## src/rtl/divider_signed_param_if.sv

```systemverilog
// divider_signed_param_if: start/finish handshake and operand/result bus for the signed divider
interface divider_signed_param_if #(
    parameter int WIDTH = 21
);
    logic             open;
    logic [WIDTH-1:0] dividend;
    logic [WIDTH-1:0] divisor;
    logic             busy;
    logic             finish;
    logic [WIDTH-1:0] quotient;
    logic [WIDTH-1:0] remainder;
    logic             div_zero;
    logic             ovf;
    modport master (
        output open, dividend, divisor,
        input  busy, finish, quotient, remainder, div_zero, ovf
    );
    modport slave (
        input  open, dividend, divisor,
        output busy, finish, quotient, remainder, div_zero, ovf
    );
endinterface

```

## src/rtl/divider_signed_param.sv

```systemverilog
// divider_signed_param: iterative radix-2 restoring signed divider with optional fraction bits
module divider_signed_param #(
    parameter int WIDTH     = 21,
    parameter int FRAC_BITS = 0
) (
    input logic                 clk,
    input logic                 rst,
    divider_signed_param_if.slave bus
);
    localparam int N  = WIDTH + FRAC_BITS;
    localparam int CW = $clog2(N);
    localparam logic [WIDTH-1:0] Q_MAX = {1'b0, {(WIDTH-1){1'b1}}};
    localparam logic [WIDTH-1:0] Q_MIN = {1'b1, {(WIDTH-1){1'b0}}};
    localparam logic [N:0]       LIM   = (N+1)'(Q_MIN);
    typedef enum logic [1:0] {IDLE, CALC, FIX} state_t;
    state_t           state;
    logic             open_d;
    logic             sign_dvd;
    logic             sign_dvs;
    logic             zero;
    logic [WIDTH-1:0] dvd_raw;
    logic [WIDTH-1:0] dvs;
    logic [N-1:0]     acc;
    logic [WIDTH:0]   rem;
    logic [CW-1:0]    cnt;
    logic [WIDTH+1:0] trial;
    logic             ge;
    logic             neg;
    logic             ovf_c;
    logic [WIDTH-1:0] mag_dvd;
    logic [WIDTH-1:0] mag_dvs;
    logic [WIDTH-1:0] q_c;
    logic [WIDTH-1:0] r_c;

    // operand magnitudes, one restoring step, and sign/saturation of the final result
    always_comb begin
        mag_dvd = bus.dividend[WIDTH-1] ? -bus.dividend : bus.dividend;
        mag_dvs = bus.divisor[WIDTH-1] ? -bus.divisor : bus.divisor;
        trial   = {rem, acc[N-1]};
        ge      = trial >= (WIDTH+2)'(dvs);
        neg     = sign_dvd ^ sign_dvs;
        ovf_c   = neg ? ({1'b0, acc} > LIM) : ({1'b0, acc} >= LIM);
        q_c     = zero ? (sign_dvd ? Q_MIN : Q_MAX) :
                  ovf_c ? (neg ? Q_MIN : Q_MAX) :
                  neg ? -acc[WIDTH-1:0] : acc[WIDTH-1:0];
        r_c     = zero ? dvd_raw : sign_dvd ? -rem[WIDTH-1:0] : rem[WIDTH-1:0];
    end

    // control FSM: latch on open rising edge, iterate N times, then fix signs and publish
    always_ff @(posedge clk) begin
        if (rst) begin
            state        <= IDLE;
            open_d       <= 1'b0;
            sign_dvd     <= 1'b0;
            sign_dvs     <= 1'b0;
            zero         <= 1'b0;
            dvd_raw      <= '0;
            dvs          <= '0;
            acc          <= '0;
            rem          <= '0;
            cnt          <= '0;
            bus.busy     <= 1'b0;
            bus.finish   <= 1'b0;
            bus.quotient <= '0;
            bus.remainder <= '0;
            bus.div_zero <= 1'b0;
            bus.ovf      <= 1'b0;
        end else begin
            open_d     <= bus.open;
            bus.finish <= 1'b0;
            case (state)
                IDLE: if (bus.open && !open_d) begin
                    sign_dvd <= bus.dividend[WIDTH-1];
                    sign_dvs <= bus.divisor[WIDTH-1];
                    zero     <= bus.divisor == '0;
                    dvd_raw  <= bus.dividend;
                    dvs      <= mag_dvs;
                    acc      <= N'(mag_dvd) << FRAC_BITS;
                    rem      <= '0;
                    cnt      <= '0;
                    bus.busy <= 1'b1;
                    state    <= CALC;
                end
                CALC: begin
                    rem <= ge ? (WIDTH+1)'(trial - (WIDTH+2)'(dvs)) : trial[WIDTH:0];
                    acc <= {acc[N-2:0], ge};
                    cnt <= cnt + 1'b1;
                    if (cnt == CW'(N-1)) state <= FIX;
                end
                FIX: begin
                    bus.quotient  <= q_c;
                    bus.remainder <= r_c;
                    bus.div_zero  <= zero;
                    bus.ovf       <= !zero && ovf_c;
                    bus.finish    <= 1'b1;
                    bus.busy      <= 1'b0;
                    state         <= IDLE;
                end
                default: state <= IDLE;
            endcase
        end
    end
endmodule
```

## src/flat_wrapper.sv

```systemverilog
// flat-port wrapper written by rule: the top's interface ports become plain ports
module divider_signed_param_flat 
#(
    parameter int WIDTH     = 21,
    parameter int FRAC_BITS = 0
)
  (clk, rst, bus_open, bus_dividend, bus_divisor, bus_busy, bus_finish, bus_quotient, bus_remainder, bus_div_zero, bus_ovf);
  divider_signed_param_if #(.WIDTH(WIDTH)) bus_i ();
  input logic clk;
  input logic rst;
  input wire logic [$bits(bus_i.open)-1:0] bus_open;
  input wire logic [$bits(bus_i.dividend)-1:0] bus_dividend;
  input wire logic [$bits(bus_i.divisor)-1:0] bus_divisor;
  output wire logic [$bits(bus_i.busy)-1:0] bus_busy;
  output wire logic [$bits(bus_i.finish)-1:0] bus_finish;
  output wire logic [$bits(bus_i.quotient)-1:0] bus_quotient;
  output wire logic [$bits(bus_i.remainder)-1:0] bus_remainder;
  output wire logic [$bits(bus_i.div_zero)-1:0] bus_div_zero;
  output wire logic [$bits(bus_i.ovf)-1:0] bus_ovf;
  assign bus_i.open = bus_open;
  assign bus_i.dividend = bus_dividend;
  assign bus_i.divisor = bus_divisor;
  assign bus_busy = bus_i.busy;
  assign bus_finish = bus_i.finish;
  assign bus_quotient = bus_i.quotient;
  assign bus_remainder = bus_i.remainder;
  assign bus_div_zero = bus_i.div_zero;
  assign bus_ovf = bus_i.ovf;
  divider_signed_param #(.WIDTH(WIDTH), .FRAC_BITS(FRAC_BITS)) u_core (.clk(clk), .rst(rst), .bus(bus_i));
endmodule
```

## config.mk

```make
export PLATFORM = sky130hd
export DESIGN_NAME = divider_signed_param_flat
export DESIGN_NICKNAME = d
export VERILOG_FILES = /design/src/rtl/divider_signed_param_if.sv /design/src/rtl/divider_signed_param.sv /design/src/flat_wrapper.sv
export SDC_FILE = /design/constraint.sdc
export NUM_CORES = 1
export LEC_CHECK = 0
export CORE_ASPECT_RATIO = 1.1
export CORE_MARGIN = 2
export CORE_UTILIZATION = 31
export CTS_BUF_LIST = sky130_fd_sc_hd__clkbuf_8 sky130_fd_sc_hd__clkbuf_16
export DETAILED_ROUTE_END_ITERATION = 16
export PLACE_DENSITY = 0.52
export SYNTH_ARGS = -nofsm -noshare
export SYNTH_HDL_FRONTEND = slang
export SYNTH_SLANG_ARGS = --single-unit
```

## constraint.sdc

```tcl
create_clock -name clk -period 5.2 [get_ports clk]
set_clock_uncertainty 0.05 [all_clocks]
set_input_delay 1.3 -clock clk [delete_from_list [all_inputs] [get_ports clk]]
set_output_delay 1.3 -clock clk [all_outputs]
set_load 0.01 [all_outputs]
```

==> results of run 1 <==
kinds of logic (layout without fill, tap and decap cells):
logic type	count (synthesis)	after routing	share of synthesized area
simple gates	328	328	0.191
compound gates	324	324	0.252
flops	141	141	0.350
buf+inv	101	169	0.0479
xor+xnor	84	84	0.0912
fa+ha+maj	28	28	0.0444
mux	19	19	0.0236
cell usage after synthesis (2+ instances only):
cell type | count | share of area
o21ai_0 | 72 | 0.045
clkbuf_1 | 54 | 0.025
a22oi_1 | 22 | 0.020
a21o_1 | 11 | 0.010
and2_1 | 4 | 0.0031
dfxtp_1 | 141 | 0.35
nand4b_1 | 2 | 0.0022
nor4_1 | 6 | 0.0047
and3_1 | 11 | 0.0085
nand3_1 | 14 | 0.0087
a21boi_0 | 2 | 0.0019
nor2_1 | 66 | 0.031
a311oi_1 | 4 | 0.0043
or4_4 | 4 | 0.0056
o31ai_1 | 12 | 0.011
inv_1 | 37 | 0.017
o221ai_1 | 2 | 0.0022
o31a_1 | 3 | 0.0033
mux2i_1 | 19 | 0.024
o21a_1 | 5 | 0.0047
nand3b_1 | 3 | 0.0028
nor2b_1 | 13 | 0.010
a32oi_1 | 8 | 0.0087
or3_1 | 7 | 0.0054
buf_1 | 5 | 0.0023
or2_2 | 3 | 0.0023
a22o_1 | 14 | 0.015
a21oi_1 | 107 | 0.066
or4_1 | 6 | 0.0056
ha_1 | 27 | 0.042
a31oi_1 | 8 | 0.0062
xnor2_1 | 46 | 0.050
nor3_1 | 13 | 0.0081
buf_2 | 3 | 0.0019
nand2b_1 | 11 | 0.0085
xor2_1 | 38 | 0.041
o211ai_1 | 16 | 0.015
o41ai_1 | 9 | 0.0098
nand4_1 | 5 | 0.0039
nand2_1 | 152 | 0.071
a211oi_1 | 20 | 0.019
routing by layer:
layer | up-vias | wire length [um]
met4 | 0 | 407
met1 | 3365 | 10800
met3 | 21 | 789
li1 | 3765 | -
met2 | 141 | 11600
met5 | - | 0
layout make-up:
| cell class | count | area (um^2) |
|---|---|---|
| Timing Repair Buffer | 99 | 966 |
| Tap cell | 346 | 433 |
| Clock buffer | 17 | 425 |
| Sequential cell | 141 | 2820 |
| Clock inverter | 15 | 150 |
| Fill cell | 2668 | 15600 |
| Inverter | 38 | 143 |
| Multi-Input combinational cell | 783 | 4880 |
worst max-delay path, delay by kind of cell:
family	cells	cell delay [ns]
AO/OA/AOI/OAI	2	0.32
buffers and inverters	1	0.50
multiplexers	1	0.21
AND/OR/NAND/NOR	5	1.76
flip-flops by register name (all words and copies together) (netlist names), 2 cells and up:
signal and count:
u_core.rem 22, u_core.state 2, u_core.bus.quotient 21, u_core.dvd_raw 20
u_core.cnt 5, u_core.bus.remainder 21, u_core.dvs 21, u_core.acc 21
power groups by stage:
| stage | registers, W | logic, W | clock network [W] |
|---|---|---|---|
| finish | 0.00136 | 0.00256 | 0.00120 |
| floorplan | 0.00132 | 0.00202 | 0 |
| detailed placement | 0.00138 | 0.00257 | 0 |
| global placement | 0.00138 | 0.00256 | 0 |
| global route | 0.00138 | 0.00285 | 0.00127 |
| CTS | 0.00136 | 0.00258 | 0.00123 |
worst paths after layout:
check	from	slack, ns	endpoint	cells past startpoint
max	bus_dividend[9]	1.35	u_core.acc[19]	9
min	u_core.dvs[11]	0.40	u_core.dvs[11]	2
max reg2reg	u_core.acc[20]	1.60	u_core.rem[10]	10
min reg2reg	u_core.dvs[11]	0.40	u_core.dvs[11]	2
metrics by stage:
stage | cells | worst slack (ns) | area, um^2 | power, W
floorplan | 1025 | 1.64 | 8070 | 0.00334
global placement | 1407 | 0.903 | 9250 | 0.00395
detailed placement | 1407 | 0.913 | 9250 | 0.00396
CTS | 1439 | 1.37 | 9820 | 0.00517
global route | 1439 | 1.23 | 9820 | 0.00550
finish | 1439 | 1.35 | 9820 | 0.00511
==> results.md, run 1 <==
- Outcome: finished, final reports clean
- Initial Util: 0.317
- Synthesized cell area: slightly above 8000 um^2
- First-pass GRT wire length: 37.5 mm
- RSZ-0062 raised after global routing: false
- Die X: approximately 160 um
- Final Wtd Congestion: between 0.8 and 0.9
- Critical path, cell by cell: clkdlybuf4s50_1 > or4_4 > or4_1 > or4_4 > nor4_2 > mux2i_1 > a21oi_1 > a221oi_1 > nor2_1
- CTS tree: yes
- Clock share of power: 0.234
- Yosys reg bits: around 140
- Commonest non-fill, non-tap cells in the layout: nand2_1, dfxtp_1, a21oi_1
- Post-synthesis cell count: approximately 1000
- Synth-to-layout area growth: 21.8%
- Layout cells sized above 1: 0.0558
- Post-layout util: 0.386
- DIE HEIGHT: approximately 170 um
- M1 GR Usage: 0.225
- Layout Nets: approximately 1200
- Static leakage: between 3 and 4 nW
- CP Capture Type: flop
- Htree depth: 4
- Post-synth top flop: dfxtp_1
- Post-CTS Repair Setup Buffers: 0
- Post-synth net total: 1098
- Vias in the first global route: 6872
- Antenna violations before repair: 0
- Final hold slack: slightly below 0.4 ns
- Max VDD drop: approximately 0.00040 V
- CTS buffer count: 17
- Row count: roughly 60
- Yosys Warn Count: 0
- Sequential share of the synthesized area: 0.350
- Met3 GRT Util: 0.0286
- Max-slew violations: 0
- Net Sw Power: between 0.002 and 0.0025 W
- Hold WC Path Type: reg -> reg
- Rel. slew slack: 0.128
- Share of flip-flops with an asynchronous set or reset: 0
- Slowest cell on crit path: or4_4
- Critical Path RT: 5.43 ns
- Combinational share of power: 0.500
- DRC: 0
- Latest clock arrival within the worst-skew pair: 0.43 ns
- Power per cell area: 521 nW/um^2
- Sw frac: 0.415
- WS Path Type: in -> reg
- # IOs: 91
- Input/output buffers: 90
- Wirelength per Cell: 16.4 um
- Critical path's largest stage delay: around 0.60 ns
- Initial DRC count: ~430
- Antenna cell count: 0
- Post-synth EDFFs: 0
- GR Overflow Total: 0
- Setup TNS: 0 ns
- Met2 Use GR: 0.295
- Period Utilization, post-route: 0.739
- Mapped Avg Cell Area: 7.87 um^2
- DP HPWL: around 18 mm
- Endpoints failing setup: 0
- GR Util All Layers: 0.175
- Total wire length: 23.6 mm
- Minimum clock period: between 3 and 4 ns
- Crit-path max FO: 6
- Vias/cell: around 5
- Startpoint types: primary input
- Vias: 7292
- Internal power: 0.00299 W
- Most common cell after layout, fill and taps aside: nand2_1
- Hold-fix buffers, CTS: 0
- Critical Path Most Common Cell: or4_4
- Clk sinks: between 100 and 150
- Max cap viols: 0
- Core area: between 20000 and 30000 um^2
- Worst Max-Slew Pin Slew: 1.30 ns
- PostCTS Resize Cnt: 0
- Largest net degree at the start of global routing: 82
- Full die area: 27300 um^2
- Clk slew on worst S/H paths: about 0.060 ns
- Grt peak-use layer: met2
- Fmax: 0.260 GHz
- Clock tree buffer depth: 2
- Yosys cell types: between 60 and 70
- Critical Path AT: between 4 and 5 ns
- Final hold vios: 0
- Clock root buffer: clkbuf_16
- ANT nets after route: 0
- Sequential share of power: 0.266
- Router iterations before antenna repair: 7
No activity file was read; power rests on OpenSTA's default activity.
==> run 2, diff against run 1 <==
clock period = 4 ns   (was 5.2 ns; I/O delays follow)
==> run 2 against run 1 <==
  * Final area increased by 1.1%
  * Cell count increased by 0.76%
  * Sequential power increased by 31%
  * Die area unchanged
  * Combinational power increased by 31%
  * Critical path depth unchanged
  * Clock power increased by 28%
  * Critical endpoint unchanged
  * Largest cell class unchanged
  * Largest power group unchanged
  * Highest routed layer unchanged
==> results.md, run 2 (synthesis gave the netlist of run 1 again) <==
- Latest clock arrival within the worst-skew pair: 0.43 ns (about the same)
- DRC: 0 (unchanged)
- R2R cell count: 10 (unchanged)
- Wirelength per Cell: 16.3 um (-1.0%)
- Endpoints failing setup: 0 (unchanged)
- Footprint of the multi-input gates: 4880 um^2 (unchanged)
- Critical Path Most Common Cell: or4_4
- Final Wtd Congestion: 0.858 (+2.3%)
- Layout Nets: 1164 (+0.95%)
- First-pass GRT wire length: 37.7 mm (+0.60%)
- Row count: 61 (unchanged)
- Static leakage: 3.67 nW (+1.6%)
- Period Utilization, post-route: 0.868
- WHS Endpoint: u_core.dvs[11]
- Largest register FFs: 22 (unchanged)
- Clk slew on worst S/H paths: 0.06 ns (about the same)
- Non-filler cells, final: 1450 (+0.76%)
- Initial Util: 0.317 (unchanged)
- Startpoint types: primary input
- Biggest register: u_core.rem
- Antenna cell count: 0 (unchanged)
- DP HPWL: 17.8 mm (+0.70%)
- Critical path, cell by cell: clkdlybuf4s50_1 > or4_4 > or4_1 > or4_4 > nor4_2 > mux2i_1 > a21oi_1 > a221oi_1 > nor2_1
- Max VDD drop: 0.000503 V (+25%)
- Hold-fix buffers, CTS: 0 (unchanged)
- Core area: 25400 um^2 (unchanged)
- Fillers: 2659 (-0.34%)
- Minimum clock period: between 3 and 4 ns
- Initial DRC count: 416 (-2.6%)
- CP Capture Type: flop
- Rel. slew slack: 0.197 (+0.0692)
- Vias: 7312 (+0.27%)
- Bufs and invs on worst path: 1 (unchanged)
- Outcome: finished, final reports clean
- PostCTS Resize Cnt: 0 (unchanged)
- Largest net degree at the start of global routing: 84 (+2.4%)
- Layout cells sized above 1: 0.0643 (+0.00850)
- Vias in the first global route: 6940 (+0.99%)
- Critical Path AT: 3.70 ns (-0.38 ns)
- Commonest non-fill, non-tap cells in the layout: nand2_1, dfxtp_1, a21oi_1
- Reg area: 2820 um^2 (unchanged)
- Max-slew violations: 0 (unchanged)
- Fmax: around 0.29 GHz
- Crit-path max FO: 4 (-2)
- Most common cell after layout, fill and taps aside: nand2_1
- GR Overflow Total: 0 (unchanged)
- # IOs: 91 (unchanged)
- Critical Path RT: 4.22 ns (-1.21 ns)
- Reg2reg setup slack: 0.84 ns (-0.76 ns)
- Router iterations before antenna repair: 5 (-2)
- Clk sinks: 141 (unchanged)
- Clock tree buffer depth: 2 (unchanged)
- Htree depth: 4 (unchanged)
- Synth-to-layout area growth: 23.1%
- Post-CTS Repair Setup Buffers: 0 (unchanged)
- WS Path Type: in -> reg
- Crit path max-delay family: simple AND/OR/NAND/NOR gates
- Input/output buffers: 90 (unchanged)
- Worst Max-Slew Pin Slew: 1.20 ns (-0.103 ns)
- Hold WC Path Type: reg -> reg
- Setup TNS: 0 ns (unchanged)
- Power per cell area: 672 nW/um^2 (+29%)
- Slowest cell on crit path: or4_4
- Full die area: 27300 um^2 (unchanged)
- CTS tree: yes
- Final hold vios: 0 (unchanged)
- GR Util All Layers: 0.176 (+0.00135)
- RSZ-0062 raised after global routing: false
- Critical path's largest stage delay: 0.56 ns (-0.04 ns)
- Worst r2r dst: u_core.rem[12]
- Antenna violations before repair: 0 (unchanged)
- Total wire length: 23.6 mm (-0.25%)
- Hold depth: 2 (unchanged)
- Reg-to-reg startpoint: u_core.acc[20]
- Vias/cell: 5.04 (-0.49%)
- Clock root buffer: clkbuf_16
- Worst hold start: u_core.dvs[11]
- CTS buffer count: 17 (unchanged)
- Die X: 158 um (unchanged)
- Max cap viols: 0 (unchanged)
- ANT nets after route: 0 (unchanged)
- Placed Instances: 1418 (+0.78%)
- DIE HEIGHT: 173 um (unchanged)
run 2: how the worst max path moves through the flow:
stage | end | depth (start not counted) | start
2_1_floorplan | u_core.acc[19] | 8 | bus_dividend[9]
3_3_place_gp | u_core.acc[19] | 9 | bus_dividend[9]
3_5_place_dp | u_core.acc[19] | 9 | bus_dividend[9]
4_1_cts | u_core.acc[19] | 9 | bus_dividend[9]
5_1_grt | u_core.acc[19] | 9 | bus_dividend[9]
6_report | u_core.acc[19] | 9 | bus_dividend[9]
run 2: worst reg2reg max path, cell delays in order (launching register included):
cell,delay [ns]
dfxtp_1,0.49
inv_1,0.10
ha_1,0.23
nand2b_1,0.16
a21oi_1,0.21
o21ai_0,0.24
a21oi_1,0.40
a21oi_1,0.22
o21a_1,0.36
or4_1,0.55
nand2_1,0.07
run 2: layer usage:
layer,GRT usage,vias up,share of wire
met3,0.0341,18,0.033
met1,0.221,3365,0.46
met5,0,-,0
met4,0.0402,0,0.012
met2,0.308,126,0.50
li1,-,3803,-
run 2: final cells by class:
cell class / count / share of cell area
Timing Repair Buffer: 110 / 0.108
Tap cell: 346 / 0.0436
Clock buffer: 21 / 0.0484
Clock inverter: 11 / 0.00945
Inverter: 38 / 0.0144
Sequential cell: 141 / 0.284
Multi-Input combinational cell: 783 / 0.492
run 2: stage by stage:
| step | hold slack (ns) | total power, W | utilization | area, um^2 | setup slack [ns] |
|---|---|---|---|---|---|
| 2_1_floorplan | 0.382 | 0.00434 | - | 8070 | 0.737 |
| 3_3_place_gp | 0.390 | 0.00516 | 0.368 | 9350 | 0.106 |
| 3_5_place_dp | 0.395 | 0.00516 | 0.368 | 9350 | 0.0958 |
| 4_1_cts | 0.403 | 0.00672 | 0.391 | 9930 | 0.527 |
| 5_1_grt | 0.418 | 0.00714 | 0.391 | 9930 | 0.367 |
| 6_report | 0.398 | 0.00667 | 0.391 | 9930 | 0.527 |
run 2: report_power, final:
group	leakage [nW]	switching [W]	internal [W]	total, W
Combinational	2.23	0.00190	0.00145	0.00335
Clock	0.287	0.000627	0.000916	0.00154
Sequential	1.15	0.000226	0.00155	0.00178
==> run 3, diff against run 2 <==
PLACE_DENSITY = 0.54   (was 0.52)
clock period = 3.1 ns   (was 4 ns; I/O delays follow)
==> run 3 against run 2 <==
  * Routed wire length grew 0.99%
  * Sequential power up 27%
  * Total power is 36% higher
  * Via count increased by 2.9%
  * Critical path type unchanged
==> results.md, run 3 (synthesis gave the netlist of run 1 again) <==
- Fillers: 2688 (+1.1%)
- Router iterations before antenna repair: 5 (unchanged)
- Clk slew on worst S/H paths: 0.06 ns (about the same)
- Setup TNS: 0 ns (unchanged)
- DIE HEIGHT: 173 um (unchanged)
- # IOs: 91 (unchanged)
- Antenna violations before repair: 1 (+1)
- Crit path from: bus_dividend[11]
- Core area: 25400 um^2 (unchanged)
- Max VDD drop: 0.000645 V (+28%)
- Full die area: 27300 um^2 (unchanged)
- GR Util All Layers: 0.176 (about the same)
- Vias: 7526 (+2.9%)
- CTS tree: yes
- ANT nets after route: 0 (unchanged)
- Outcome: finished, final reports clean
- CP Capture Type: flop
- Final Wtd Congestion: 0.864 (+0.77%)
- Total wire length: 23.8 mm (+0.99%)
- Layout Nets: 1207 (+3.7%)
- Critical Path AT: 3.23 ns (-0.47 ns)
- Vias/cell: 5.04 (-0.10%)
- Synth-to-layout area growth: 27.1%
- Clock root buffer: clkbuf_16
- Largest net degree at the start of global routing: 66 (-21%)
- Largest register FFs: 22 (unchanged)
- Reg-to-reg startpoint: u_core.acc[0]
- Reg area: 2820 um^2 (unchanged)
- CTS buffer count: 17 (unchanged)
- Latest clock arrival within the worst-skew pair: 0.43 ns (about the same)
- Minimum clock period: slightly below 3 ns
- RSZ-0062 raised after global routing: false
- Worst hold start: u_core.bus.remainder[6]
- Die X: 158 um (unchanged)
- Max cap viols: 0 (unchanged)
- Fmax: 0.335 GHz
- Period Utilization, post-route: 0.962
- GR Overflow Total: 0 (unchanged)
- Rel. slew slack: 0.338 (+0.141)
- Initial Util: 0.317 (unchanged)
- Final hold slack: 0.403 ns (+0.00515 ns)
- Biggest register: u_core.rem
- Endpoints failing setup: 0 (unchanged)
- Vias in the first global route: 7242 (+4.4%)
- Power per cell area: 886 nW/um^2 (+32%)
- Max-slew violations: 0 (unchanged)
- Most common cell after layout, fill and taps aside: nand2_1
- Pwr Total: 0.00909 W (+36%)
- WS Path Type: in -> reg
- Crit-path max FO: 2 (-2)
- Clk sinks: 141 (unchanged)
- Critical Path RT: 3.35 ns (-0.87 ns)
- Initial DRC count: 489 (+18%)
- DRC: 0 (unchanged)
- Footprint of the multi-input gates: 4910 um^2 (+0.49%)
- Startpoint types: primary input
- Static leakage: 3.87 nW (+5.6%)
- First-pass GRT wire length: 38.1 mm (+1.0%)
- Wirelength per Cell: 15.9 um (-2.0%)
- DP HPWL: 18.0 mm (+1.1%)
- Row count: 61 (unchanged)
- Commonest non-fill, non-tap cells in the layout: nand2_1, dfxtp_1, a21oi_1
- Final hold vios: 0 (unchanged)
- Worst Max-Slew Pin Slew: 0.989 ns (-0.211 ns)
- Input/output buffers: 90 (unchanged)
- Hold WC Path Type: reg -> reg
- Htree depth: 4 (unchanged)
- Layout cells sized above 1: 0.105 (+0.0403)
- Clock tree buffer depth: 2 (unchanged)
[run 3: cell types whose count changed in the layout (fill, tap and decap cells not counted), moves of 3 or more]
cell / delta
inv_6: +5
clkbuf_8: -4
clkdlybuf4s50_1: -4
clkinvlp_4: +5
clkinv_2: -3
buf_4: +44
[run 3: where the power goes]
part / switching, W / leakage (nW) / internal [W] / total [W]
Clock: 0.000861 / 0.257 / 0.00111 / 0.00197
Combinational: 0.00260 / 2.47 / 0.00226 / 0.00486
Sequential: 0.000257 / 1.15 / 0.00200 / 0.00226
[run 3: cell type report]
type | count | share of cell area
clock buffer | 17 | 0.0415
timing repair buffer | 153 | 0.135
antenna | 1 | 0.000244
multi-input combinational | 783 | 0.479
inverter | 38 | 0.0139
clock inverter | 15 | 0.0135
sequential | 141 | 0.275
tap | 346 | 0.0422
[run 3: path summary, 6_finish.rpt]
kind                            cells past startpoint  slack [ns]                 endpoint
worst min register to register                      2        0.40  u_core.bus.remainder[6]
worst max register to register                     11        0.29  u_core.bus.quotient[12]
worst min-delay path                                2        0.40  u_core.bus.remainder[6]
worst max-delay path                                9        0.12           u_core.acc[19]
[run 3: what timing repair did]
action | 4_1_cts | 5_1_grt
buffers inserted | 0 | 0
gates resized for setup | 4 | 6
setup endpoints to repair | 2 | 3
pin swaps | 0 | 5
hold buffers | 0 | 0
[run 3: worst max-delay path, cell delays in order]
cell and delay (ns):
clkbuf_2 0.09, or4_4 0.53, or4_4 0.50, or4_4 0.55, nor4_4 0.23, mux2i_1 0.21
a21oi_1 0.10, a221oi_2 0.19, nor2_1 0.06
[run 3: metrics by stage]
step	utilization	cell area (um^2)	instances	worst slack, ns
after global routing	0.403	10200	1493	0.000498
final	0.403	10200	1494	0.117
after CTS	0.403	10300	1493	0.00178
after floorplan	-	8070	1025	0.0622
after detailed placement	0.380	9660	1461	-0.532
after global placement	0.380	9660	1461	-0.475
[run 3: metal layers]
metal  track usage  wire, um
met1         0.218     11000
met3        0.0278       791
met4        0.0591       497
met5             0         0
met2         0.306     11500
